File: config.mk
export PLATFORM = sky130hd
export DESIGN_NAME = mig_rw_ctrl
export DESIGN_NICKNAME = d
export VERILOG_FILES = /design/src/rtl/mig_rw_ctrl.sv
export SDC_FILE = /design/constraint.sdc
export NUM_CORES = 1
export LEC_CHECK = 0
export ABC_AREA = 1
export CAP_MARGIN = 30
export CORE_MARGIN = 2
export CORE_UTILIZATION = 46
export CTS_CLUSTER_SIZE = 12
export DETAILED_ROUTE_END_ITERATION = 6
export PLACE_DENSITY_LB_ADDON = 0.3
export SLEW_MARGIN = 10
export SYNTH_ARGS = -nofsm -noshare
export SYNTH_HDL_FRONTEND = slang
export SYNTH_SLANG_ARGS = --single-unit
export TNS_END_PERCENT = 1
File: constraint.sdc
create_clock -name sysclk -period 7.78 [get_ports sysclk]
set_input_delay 0.778 -clock sysclk [delete_from_list [all_inputs] [get_ports sysclk]]
set_output_delay 0.778 -clock sysclk [all_outputs]
set_load 0.02 [all_outputs]
File: src/rtl/mig_rw_ctrl.sv
// DDR3 bring-up traffic generator/checker on the MIG app_* UI: writes BURST_LEN pattern beats, reads them back, compares.
// Outputs decode from registered state (no extra latency); commands and write data each hold until their own rdy accepts them.
module mig_rw_ctrl #(
  parameter int          ADDR_W     = 28,
  parameter int          DATA_W     = 128,
  parameter int          BURST_LEN  = 64,
  parameter int          ADDR_STEP  = 8,
  parameter int unsigned START_ADDR = 0,
  parameter logic [31:0] PAT_SEED   = 32'hA5A5_0000,
  parameter int          TIMEOUT    = 4096
) (
  input  logic                  sysclk,
  input  logic                  rst,
  input  logic                  init_calib_complete,
  input  logic                  start,
  output logic [ADDR_W-1:0]     app_addr,
  output logic [2:0]            app_cmd,
  output logic                  app_en,
  input  logic                  app_rdy,
  output logic [DATA_W-1:0]     app_wdf_data,
  output logic                  app_wdf_wren,
  output logic                  app_wdf_end,
  output logic [DATA_W/8-1:0]   app_wdf_mask,
  input  logic                  app_wdf_rdy,
  input  logic [DATA_W-1:0]     app_rd_data,
  input  logic                  app_rd_data_valid,
  output logic                  busy,
  output logic                  done,
  output logic                  err,
  output logic                  timeout,
  output logic [15:0]           err_cnt
);

  localparam int CW = $clog2(BURST_LEN + 1);
  localparam int TW = $clog2(TIMEOUT + 1);
  localparam logic [CW-1:0] BL      = CW'(BURST_LEN);
  localparam logic [TW-1:0] TO_LAST = TW'(TIMEOUT - 1);

  typedef enum logic [1:0] {S_IDLE, S_WRITE, S_READ, S_FIN} state_t;

  state_t            state_q, state_d;
  logic [CW-1:0]     wc_q, wc_d, wd_q, wd_d, rc_q, rc_d, rd_q, rd_d;
  logic [ADDR_W-1:0] addr_q, addr_d;
  logic [TW-1:0]     wdog_q, wdog_d;
  logic              err_q, err_d, to_q, to_d;
  logic [15:0]       cnt_q, cnt_d;

  logic wr_cmd_vld, wr_dat_vld, rd_cmd_vld, cmd_acc, dat_acc, beat;

  function automatic logic [DATA_W-1:0] pat(input logic [CW-1:0] i);
    return {(DATA_W/32){PAT_SEED + 32'(i)}};
  endfunction

  assign wr_cmd_vld = (state_q == S_WRITE) && (wc_q < BL);
  assign wr_dat_vld = (state_q == S_WRITE) && (wd_q < BL);
  assign rd_cmd_vld = (state_q == S_READ)  && (rc_q < BL);
  assign cmd_acc    = (wr_cmd_vld || rd_cmd_vld) && app_rdy;
  assign dat_acc    = wr_dat_vld && app_wdf_rdy;
  assign beat       = (state_q == S_READ) && app_rd_data_valid && (rd_q < BL);

  always_comb begin
    state_d = state_q;
    wc_d    = wc_q;
    wd_d    = wd_q;
    rc_d    = rc_q;
    rd_d    = rd_q;
    addr_d  = addr_q;
    wdog_d  = wdog_q;
    err_d   = err_q;
    to_d    = to_q;
    cnt_d   = cnt_q;

    // Handshakes are counted even in the cycle an abort is taken.
    if (cmd_acc) begin
      addr_d = addr_q + ADDR_W'(ADDR_STEP);
      if (state_q == S_WRITE) wc_d = wc_q + CW'(1);
      else                    rc_d = rc_q + CW'(1);
    end
    if (dat_acc) wd_d = wd_q + CW'(1);

    unique case (state_q)
      S_IDLE: begin
        if (start && init_calib_complete) begin
          state_d = S_WRITE;
          err_d   = 1'b0;
          to_d    = 1'b0;
          cnt_d   = '0;
          wc_d    = '0;
          wd_d    = '0;
          rc_d    = '0;
          rd_d    = '0;
          addr_d  = ADDR_W'(START_ADDR);
        end
      end
      S_WRITE: begin
        if (!init_calib_complete) begin
          err_d   = 1'b1;
          state_d = S_FIN;
        end else if (wc_q == BL && wd_q == BL) begin
          state_d = S_READ;
          addr_d  = ADDR_W'(START_ADDR);
          wdog_d  = '0;
        end
      end
      S_READ: begin
        if (beat) begin
          rd_d   = rd_q + CW'(1);
          wdog_d = '0;
          if (app_rd_data != pat(rd_q)) begin
            err_d = 1'b1;
            if (cnt_q != 16'hFFFF) cnt_d = cnt_q + 16'd1;
          end
        end else begin
          wdog_d = wdog_q + TW'(1);
        end
        if (!init_calib_complete) begin
          err_d   = 1'b1;
          state_d = S_FIN;
        end else if (rd_q == BL) begin
          state_d = S_FIN;
        end else if (!beat && wdog_q == TO_LAST) begin
          to_d    = 1'b1;
          err_d   = 1'b1;
          state_d = S_FIN;
        end
      end
      S_FIN: state_d = S_IDLE;
      default: state_d = S_IDLE;
    endcase
  end

  always_ff @(posedge sysclk or posedge rst) begin
    if (rst) begin
      state_q <= S_IDLE;
      wc_q    <= '0;
      wd_q    <= '0;
      rc_q    <= '0;
      rd_q    <= '0;
      addr_q  <= '0;
      wdog_q  <= '0;
      err_q   <= 1'b0;
      to_q    <= 1'b0;
      cnt_q   <= '0;
    end else begin
      state_q <= state_d;
      wc_q    <= wc_d;
      wd_q    <= wd_d;
      rc_q    <= rc_d;
      rd_q    <= rd_d;
      addr_q  <= addr_d;
      wdog_q  <= wdog_d;
      err_q   <= err_d;
      to_q    <= to_d;
      cnt_q   <= cnt_d;
    end
  end

  assign app_en       = wr_cmd_vld || rd_cmd_vld;
  assign app_cmd      = (state_q == S_READ) ? 3'b001 : 3'b000;
  assign app_addr     = addr_q;
  assign app_wdf_wren = wr_dat_vld;
  assign app_wdf_end  = wr_dat_vld;
  assign app_wdf_data = wr_dat_vld ? pat(wd_q) : '0;
  assign app_wdf_mask = '0;
  assign busy         = (state_q == S_WRITE) || (state_q == S_READ);
  assign done         = (state_q == S_FIN);
  assign err          = err_q;
  assign timeout      = to_q;
  assign err_cnt      = cnt_q;

endmodule
Word level (Yosys, flattened, before mapping)
Index checks and enable logic that the tools add are counted.
{"block": "totals", "out_inout_bits": 198, "register_bits": 89, "in_bits": 135}
{"block": "classes", "eq_ne": 21, "magnitude_cmp": 4, "n_mux": 49, "n_reduce_logical": 23, "n_addsub": 9}
{"operator": "128-bit two-way mux", "count": 1}
{"operator": "128-bit inequality test", "count": 1}
{"operator": "28-bit two-way mux", "count": 4}
{"operator": "7-bit two-way mux", "count": 13}
{"operator": "32-bit by 7-bit adder with 32-bit output, first input constant", "count": 2}
{"operator": "16-bit two-way mux", "count": 4}
{"operator": "28-bit one-hot mux with 2 select lines", "count": 1}
{"operator": "13-bit two-way mux", "count": 3}
{"operator": "16-bit one-hot mux with 2 select lines", "count": 1}
{"operator": "28-bit by 4-bit adder with 28-bit output, second input constant", "count": 1}
{"operator": "7-bit by 1-bit adder with 7-bit output, second input constant", "count": 4}
{"operator": "7-bit less-than comparator, second input constant", "count": 4}
{"operator": "13-bit one-hot mux with 2 select lines", "count": 1}
{"operator": "7-bit == test, second input constant", "count": 3}
{"operator": "16-bit by 1-bit adder with 16-bit output, second input constant", "count": 1}
{"operator": "16-bit inequality test, second input constant", "count": 1}
{"operator": "7-bit one-hot mux with 2 select lines", "count": 1}
{"operator": "13-bit by 1-bit adder with 13-bit output, second input constant", "count": 1}
{"operator": "13-bit by 12-bit == test with 1-bit output, second input constant", "count": 1}
{"operator": "2-bit two-way mux", "count": 6}
{"operator": "2-bit inequality test, second input constant", "count": 6}
{"operator": "3-bit AND reduction", "count": 4}
{"operator": "1-bit two-way mux", "count": 11}
{"operator": "1-bit logical AND", "count": 10}
{"operator": "14 further kinds", "count": 21}

Depth between registers and ports, before layout
Gate-level depths: netlist of the first run.
{"block": "logic_depth", "word_depth": 9, "depth_mapped": 15, "ltp_nobuf": 13}

Worst setup path after synthesis of the first run
Ideal clock, no wire load.
{"block": "synth_timing", "path_type": "reg-to-output", "start": "reg state_q[1]", "end": "out app_wdf_data[32]", "setup_slack_ns": 4.502, "t_arrival_ns": 2.500, "stages_incl_launch_ff": 8, "cell_sequence": "dfrtp_1 inv_1 ha_1 inv_2 nor2_2 inv_2 nor2_1 buf_4"}
{"block": "synth_between", "elab_chain_cells": 3}
{"element": "from (decl)", "line": "41", "rtl": "state_t state_q, state_d;"}
{"element": "from (signal assigned)", "line": "145", "rtl": "state_q <= state_d;"}
{"element": "2-bit by 1-bit == test with 1-bit output", "line": "55", "rtl": "assign wr_dat_vld = (state_q == S_WRITE) && (wd_q < BL);"}
{"element": "1-bit logical AND", "line": "55"}
{"element": "named net app_wdf_end", "line": "22", "rtl": "output logic app_wdf_end,"}
{"element": "128-bit two-way mux", "line": "163", "rtl": "assign app_wdf_data = wr_dat_vld ? pat(wd_q) : '0;"}
{"element": "to (decl)", "line": "20", "rtl": "output logic [DATA_W-1:0] app_wdf_data,"}
The timed path passes the listed nets, and every way through them passes these cells.

Worst setup path after layout of the first run
{"block": "layout_timing", "start": "reg state_q[1]", "end": "out app_wdf_data[96]"}
{"block": "layout_between", "elab_chain_cells": 3}
{"element": "2-bit by 1-bit == test with 1-bit output", "line": "55"}
{"element": "1-bit logical AND", "line": "55"}
{"element": "128-bit two-way mux", "line": "163"}
Every way passes these cells.

==> results of run 1 <==
## worst max-delay path: stages, from the launching register on
cell and delay, ns:
dfrtp_1 0.42, inv_1 0.10, ha_1 0.28, inv_2 0.10
nor2_2 0.08, buf_4 0.31, inv_2 0.11, nor2_1 0.35
clkdlybuf4s50_1 0.69
## flip-flops by register name, indices dropped and copies added (netlist names)
| signal | cells |
|---|---|
| app_addr | 25 |
| err_cnt | 16 |
| wdog_q | 13 |
| rc_q | 7 |
| rd_q | 7 |
| wc_q | 7 |
| wd_q | 7 |
| state_q | 2 |
| err | 1 |
| timeout | 1 |
## final cells by class
cell class / instances / area share [%]
well taps: 188 / 2.56
multi-input cells: 756 / 39.2
inverters: 128 / 5.24
flip-flops and latches: 86 / 23.4
clock inverters: 5 / 0.885
repair buffers: 241 / 26.2
clock buffers: 11 / 2.53
## through the flow
step           instance area, µm²  cells  utilization (%)  hold WS [ns]
4_1_cts                      9190   1415             60.9         0.538
5_1_grt                      9190   1415             60.9         0.555
6_report                     9190   1415             60.9         0.537
2_1_floorplan                7410   1131                -         0.486
3_5_place_dp                 8870   1399             58.8         0.528
3_3_place_gp                 8870   1399             58.8         0.512
## path summary, 6_finish.rpt
| path | to | slack (ns) |
|---|---|---|
| min in group asynchronous | err_cnt[14]$_DFFE_PP0P_ | 0.74 |
| min | rc_q[6]$_DFF_PP0_ | 0.54 |
| max reg2reg | wc_q[6]$_DFF_PP0_ | 4.86 |
| min reg2reg | rc_q[6]$_DFF_PP0_ | 0.54 |
| max in group asynchronous | wd_q[0]$_DFF_PP0_ | 5.88 |
| max | app_wdf_data[96] | 4.19 |
## power by group through the flow
stage               clock [mW]  sequential (mW)  combinational, mW
floorplan                    0            0.597               1.02
global placement             0            0.618               1.30
detailed placement           0            0.620               1.32
CTS                      0.475            0.613               1.32
global route             0.493            0.626               1.44
finish                   0.466            0.613               1.32
## per-layer routing
layer | wire, µm | vias to the layer above | global-route usage [%]
li1 | - | 3372 | -
met1 | 8320 | 2983 | 29.1
met2 | 9290 | 252 | 40.5
met3 | 1330 | 22 | 5.84
met4 | 245 | 0 | 5.24
met5 | 0 | - | 0
## cells in the mapped netlist, drive strengths merged (4+ instances only)
library cell | number | area (µm²)
xor2 | 20 | 175
nor4 | 4 | 25.0
nor2 | 166 | 646
nand2 | 247 | 980
a21oi | 32 | 160
buf | 158 | 1170
nor3 | 43 | 245
nand4 | 22 | 138
dfrtp | 86 | 2150
ha | 14 | 175
nand3 | 52 | 260
inv | 128 | 480
xnor2 | 17 | 149
o21ai | 30 | 154
## cell families after synthesis
group	Yosys count
other	1
buffers and inverters	289
xor gates and xnor gates	37
AOI/OAI and AO/OA	73
and+or+nand+nor	539
adders and majority gates	14
DFF	86
==> metrics.yaml, run 1 <==
grt_pass1_wl_um: 30000
h-tree-depth: 3
p_per_area_mw_per_mm2: 261
crit_start: "state_q[1]$_DFFE_PP0P_"
min-delay-start: "rc_q[6]$_DFF_PP0_"
synth_compound_area_share_pct: 5.86
arrival_ns: 2.82
ys_seq_elements: 86
required_ns: 7.00
critPathMaxFanout: 36
dp_slack_ns: 4.53
post-route-drc-count: 0
rows: 45
synthCells: 1039
ios: 333
post_cts_buffers: 0
slew_viol_final: 0
area_growth_pct: 30.1
rsz0062_at_grt: "false"
post_cts_resized: 0
ant_nets: 0
clk_pin_slew_worst_paths_ns: 0.06
min_delay_path_depth: 2
grt_max_degree: 64
synth_mux_area_share_pct: 0
place_congestion: 0.859
viasPerCell: 4.68
synth_area_mm2: 0.00707
first_global_vias: 6203
clkPwrFrac_pct: 19.5
port_buffers: 239
hold_viol: 0
antenna_cells: 0
synth-edff-count: 0
yosys.area_share.adder_pct: 2.48
worstReg2RegStart: "state_q[0]$_DFFE_PP0P_"
clk_latency_ns: 0.35
cp-start-kind: "flip-flop"
synthArstFlopShare_pct: 100
fmax_ghz: 0.278
worstMarginPinSlew_ns: 0.822
setup_slack_ns: 4.19
seq_area_mm2: 0.00215
finalWirelength_um: 19200
finalCritPeriodShare_pct: 46.2
synthSimpleGateAreaFrac_pct: 33.1
drt_pass1_iterations: 7
ir_drop_uv: 210
min_period_ns: 3.59
min_path_type: "reg2reg"
synthXorXnorAreaFrac_pct: 4.59
outcome: "complete, no violations"
clock_skew_ns: 0.0117
cts-buffers-inserted: 9
p_int_mw: 1.30
cts.sinks: 86
yosys_warnings: 0
design.core.area_mm2: 0.0151
multiInputGateArea_mm2: 0.00360
cts_tree: "built"
drt-initial-drc-count: 400
die_y_um: 128
worstSetupPathType: "reg2out"
syn_area_per_cell_um2: 6.80
final_cell_mix: "clkdlybuf4s50_1, nand2_1, nor2_1"
cellLeakagePower_nw: 4.20
overflow: 0
layout_commonest_cell: "clkdlybuf4s50_1"
antenna_found_initial: 0
die-area_mm2: 0.0164
wl_per_cell_um: 13.6
netSwitchingPower_mw: 1.09
synth_cell_types: 37
cts_buffer_depth: 2
max_slew_margin_pct: 45.2
reg2reg_depth: 11
synth_top_family_by_area: "simple AND/OR/NAND/NOR gates"
final_nets: 1371
dp_hpwl_um: 15200
ys_seq_area_share_pct: 30.5
pwr-share-seq_pct: 25.6
layout-drive-gt1-share_pct: 4.97
cp-end-kind: "primary output"
die_w_um: 128
synthFlopType: "dfrtp_1"
via_count: 6629
final.setup.tns_ns: 0
start_util_pct: 46.8
finalSetupViolations: 0
grt.total_usage_pct: 23.2
switching_share_pct: 45.6
comb_power_share_pct: 54.9
finalPower_mw: 2.39
cts_hold_buf: 0
fill_cells: 1398
cts_root_buf: "clkbuf_16"
max-cap-violations: 0
Note: power is estimated with default switching activity, not from simulation.
==> run 2: changes to the inputs <==
CORE_UTILIZATION = 38   (was 46)
clock period = 3.2 ns   (was 7.78 ns; I/O delays follow)
==> metrics.yaml, run 2 (synthesized netlist as in run 1, its figures left out) <==
outcome: "complete, no violations"  # unchanged
dp_hpwl_um: 15600  # was 15200 µm
via_count: 6571  # was 6629
crit_start: "state_q[1]$_DFFE_PP0P_"  # unchanged
rsz0062_at_grt: "false"  # unchanged
cts_tree: "built"  # unchanged
grt_max_degree: 66  # was 64
final.setup.tns_ns: 0  # unchanged
worstReg2RegStart: "state_q[0]$_DFFE_PP0P_"  # unchanged
viasPerCell: 4.50  # was 4.68
finalCritPeriodShare_pct: 87.0
layout_commonest_cell: "clkdlybuf4s50_1"  # unchanged
finalSetupViolations: 0  # unchanged
final_cell_mix: "clkdlybuf4s50_1, nand2_1, nor2_1"  # unchanged
design.core.area_mm2: 0.0181  # was 0.0151 mm²
ant_nets: 0  # unchanged
ios: 333  # unchanged
critPathMaxFanout: 6  # was 36
crit_end: "app_wdf_data[37]"  # was app_wdf_data[96]
finalWirelength_um: 19200  # about the same
reg2reg_depth: 13  # was 11
layout-drive-gt1-share_pct: 5.28  # was 4.97%
start_util_pct: 39.1  # was 46.8%
cts_buffer_depth: 2  # unchanged
required_ns: 2.88  # was 7.00 ns
min_period_ns: 2.78
cp-end-kind: "primary output"  # unchanged
worstSetupPathType: "reg2out"  # unchanged
cts-buffers-inserted: 9  # unchanged
grt_pass1_wl_um: 30800  # was 30000 µm
cellLeakagePower_nw: 4.22  # was 4.20 nW
seq_area_mm2: 0.00215  # unchanged
clock_skew_ns: 0.0131  # was 0.0117 ns
worstMarginPinSlew_ns: 0.679  # was 0.822 ns
post-route-drc-count: 0  # unchanged
multiInputGateArea_mm2: 0.00360  # unchanged
die-area_mm2: 0.0197  # was 0.0164 mm²
grt.total_usage_pct: 19.2  # was 23.2%
fill_cells: 1775  # was 1398
post_cts_resized: 0  # unchanged
rows: 49  # was 45
area_growth_pct: 31.2  # was 30.1%
r2r-end: "err_cnt[15]$_DFFE_PP0P_"  # was wc_q[6]$_DFF_PP0_
rrSetupSlack_ns: 0.83  # was 4.86 ns
hold_viol: 0  # unchanged
slew_viol_final: 0  # unchanged
max-cap-violations: 0  # unchanged
cts_hold_buf: 0  # unchanged
die_w_um: 140  # was 128 µm
antenna_found_initial: 0  # unchanged
antenna_cells: 0  # unchanged
h-tree-depth: 3  # unchanged
arrival_ns: 2.46  # was 2.82 ns
clk_latency_ns: 0.35  # about the same
cts.sinks: 86  # unchanged
wl_per_cell_um: 13.2  # was 13.6 µm
die_y_um: 140  # was 128 µm
first_global_vias: 6186  # was 6203
cts_root_buf: "clkbuf_16"  # unchanged
drt-initial-drc-count: 307  # was 400
port_buffers: 239  # unchanged
final_nets: 1374  # was 1371
max_slew_margin_pct: 54.7  # was 45.2%
largest_reg_flops: 25  # unchanged
post_cts_buffers: 0  # unchanged
drt_pass1_iterations: 5  # was 7
min_path_type: "in2async"  # was reg2reg
clk_pin_slew_worst_paths_ns: 0.07  # was 0.06 ns
ir_drop_uv: 622  # was 210 µV
place_congestion: 0.879  # was 0.859
overflow: 0  # unchanged
p_per_area_mw_per_mm2: 622  # was 261 mW/mm²
cp-start-kind: "flip-flop"  # unchanged
fmax_ghz: 0.359
finalPower_mw: 5.77  # was 2.39 mW
-- run 2: worst min-delay path by stage --
| stage | endpoint | start | cells past startpoint | slack, ns |
|---|---|---|---|---|
| floorplan | wdog_q[9]$_DFFE_PP0P_ | wdog_q[9]$_DFFE_PP0P_ | 1 | 0.49 |
| global placement | timeout$_DFFE_PP0P_ | timeout$_DFFE_PP0P_ | 2 | 0.51 |
| detailed placement | timeout$_DFFE_PP0P_ | timeout$_DFFE_PP0P_ | 2 | 0.51 |
| CTS | app_addr[20]$_DFF_PP0_ | rst | 2 | 0.29 |
| global route | app_addr[20]$_DFF_PP0_ | rst | 2 | 0.31 |
| finish | app_addr[16]$_DFF_PP0_ | rst | 2 | 0.27 |
-- run 2: report_power, final --
group / switching [mW] / leakage (nW) / internal (mW) / total, mW
Clock: 0.461 / 0.148 / 0.637 / 1.10
Combinational: 1.95 / 2.90 / 1.23 / 3.18
Sequential: 0.225 / 1.17 / 1.27 / 1.49
-- run 2: stage by stage --
stage	hold slack, ns	setup slack (ns)	utilization (%)	cell area (µm²)	cells
after CTS	0.285	0.422	51.3	9270	1459
after floorplan	0.486	0.240	-	7410	1131
after global placement	0.507	0.841	49.5	8960	1443
after detailed placement	0.509	0.804	49.5	8960	1443
final	0.274	0.416	51.3	9270	1459
after global routing	0.311	0.266	51.3	9270	1459
-- run 2: area by class of cell --
cell class,instances,area share (%)
multi-input combinational,756,38.8
timing repair buffer,244,26.3
sequential,86,23.2
inverter,128,5.20
tap,229,3.09
clock buffer,11,2.62
clock inverter,5,0.715
-- run 2: layer usage --
layer / GRT usage [%] / share of wire, % / vias up
li1: - / - / 3380
met4: 4.15 / 1.6 / 0
met2: 34.7 / 51 / 210
met3: 4.21 / 6.4 / 25
met1: 23.4 / 41 / 2956
met5: 0 / 0 / -
-- run 2: critical path, stage by stage, from the launching register on --
cell,delay (ns)
dfrtp_1,0.42
inv_1,0.10
ha_1,0.28
inv_2,0.11
nor2_2,0.14
inv_2,0.08
nor2_1,0.31
clkdlybuf4s50_1,0.68
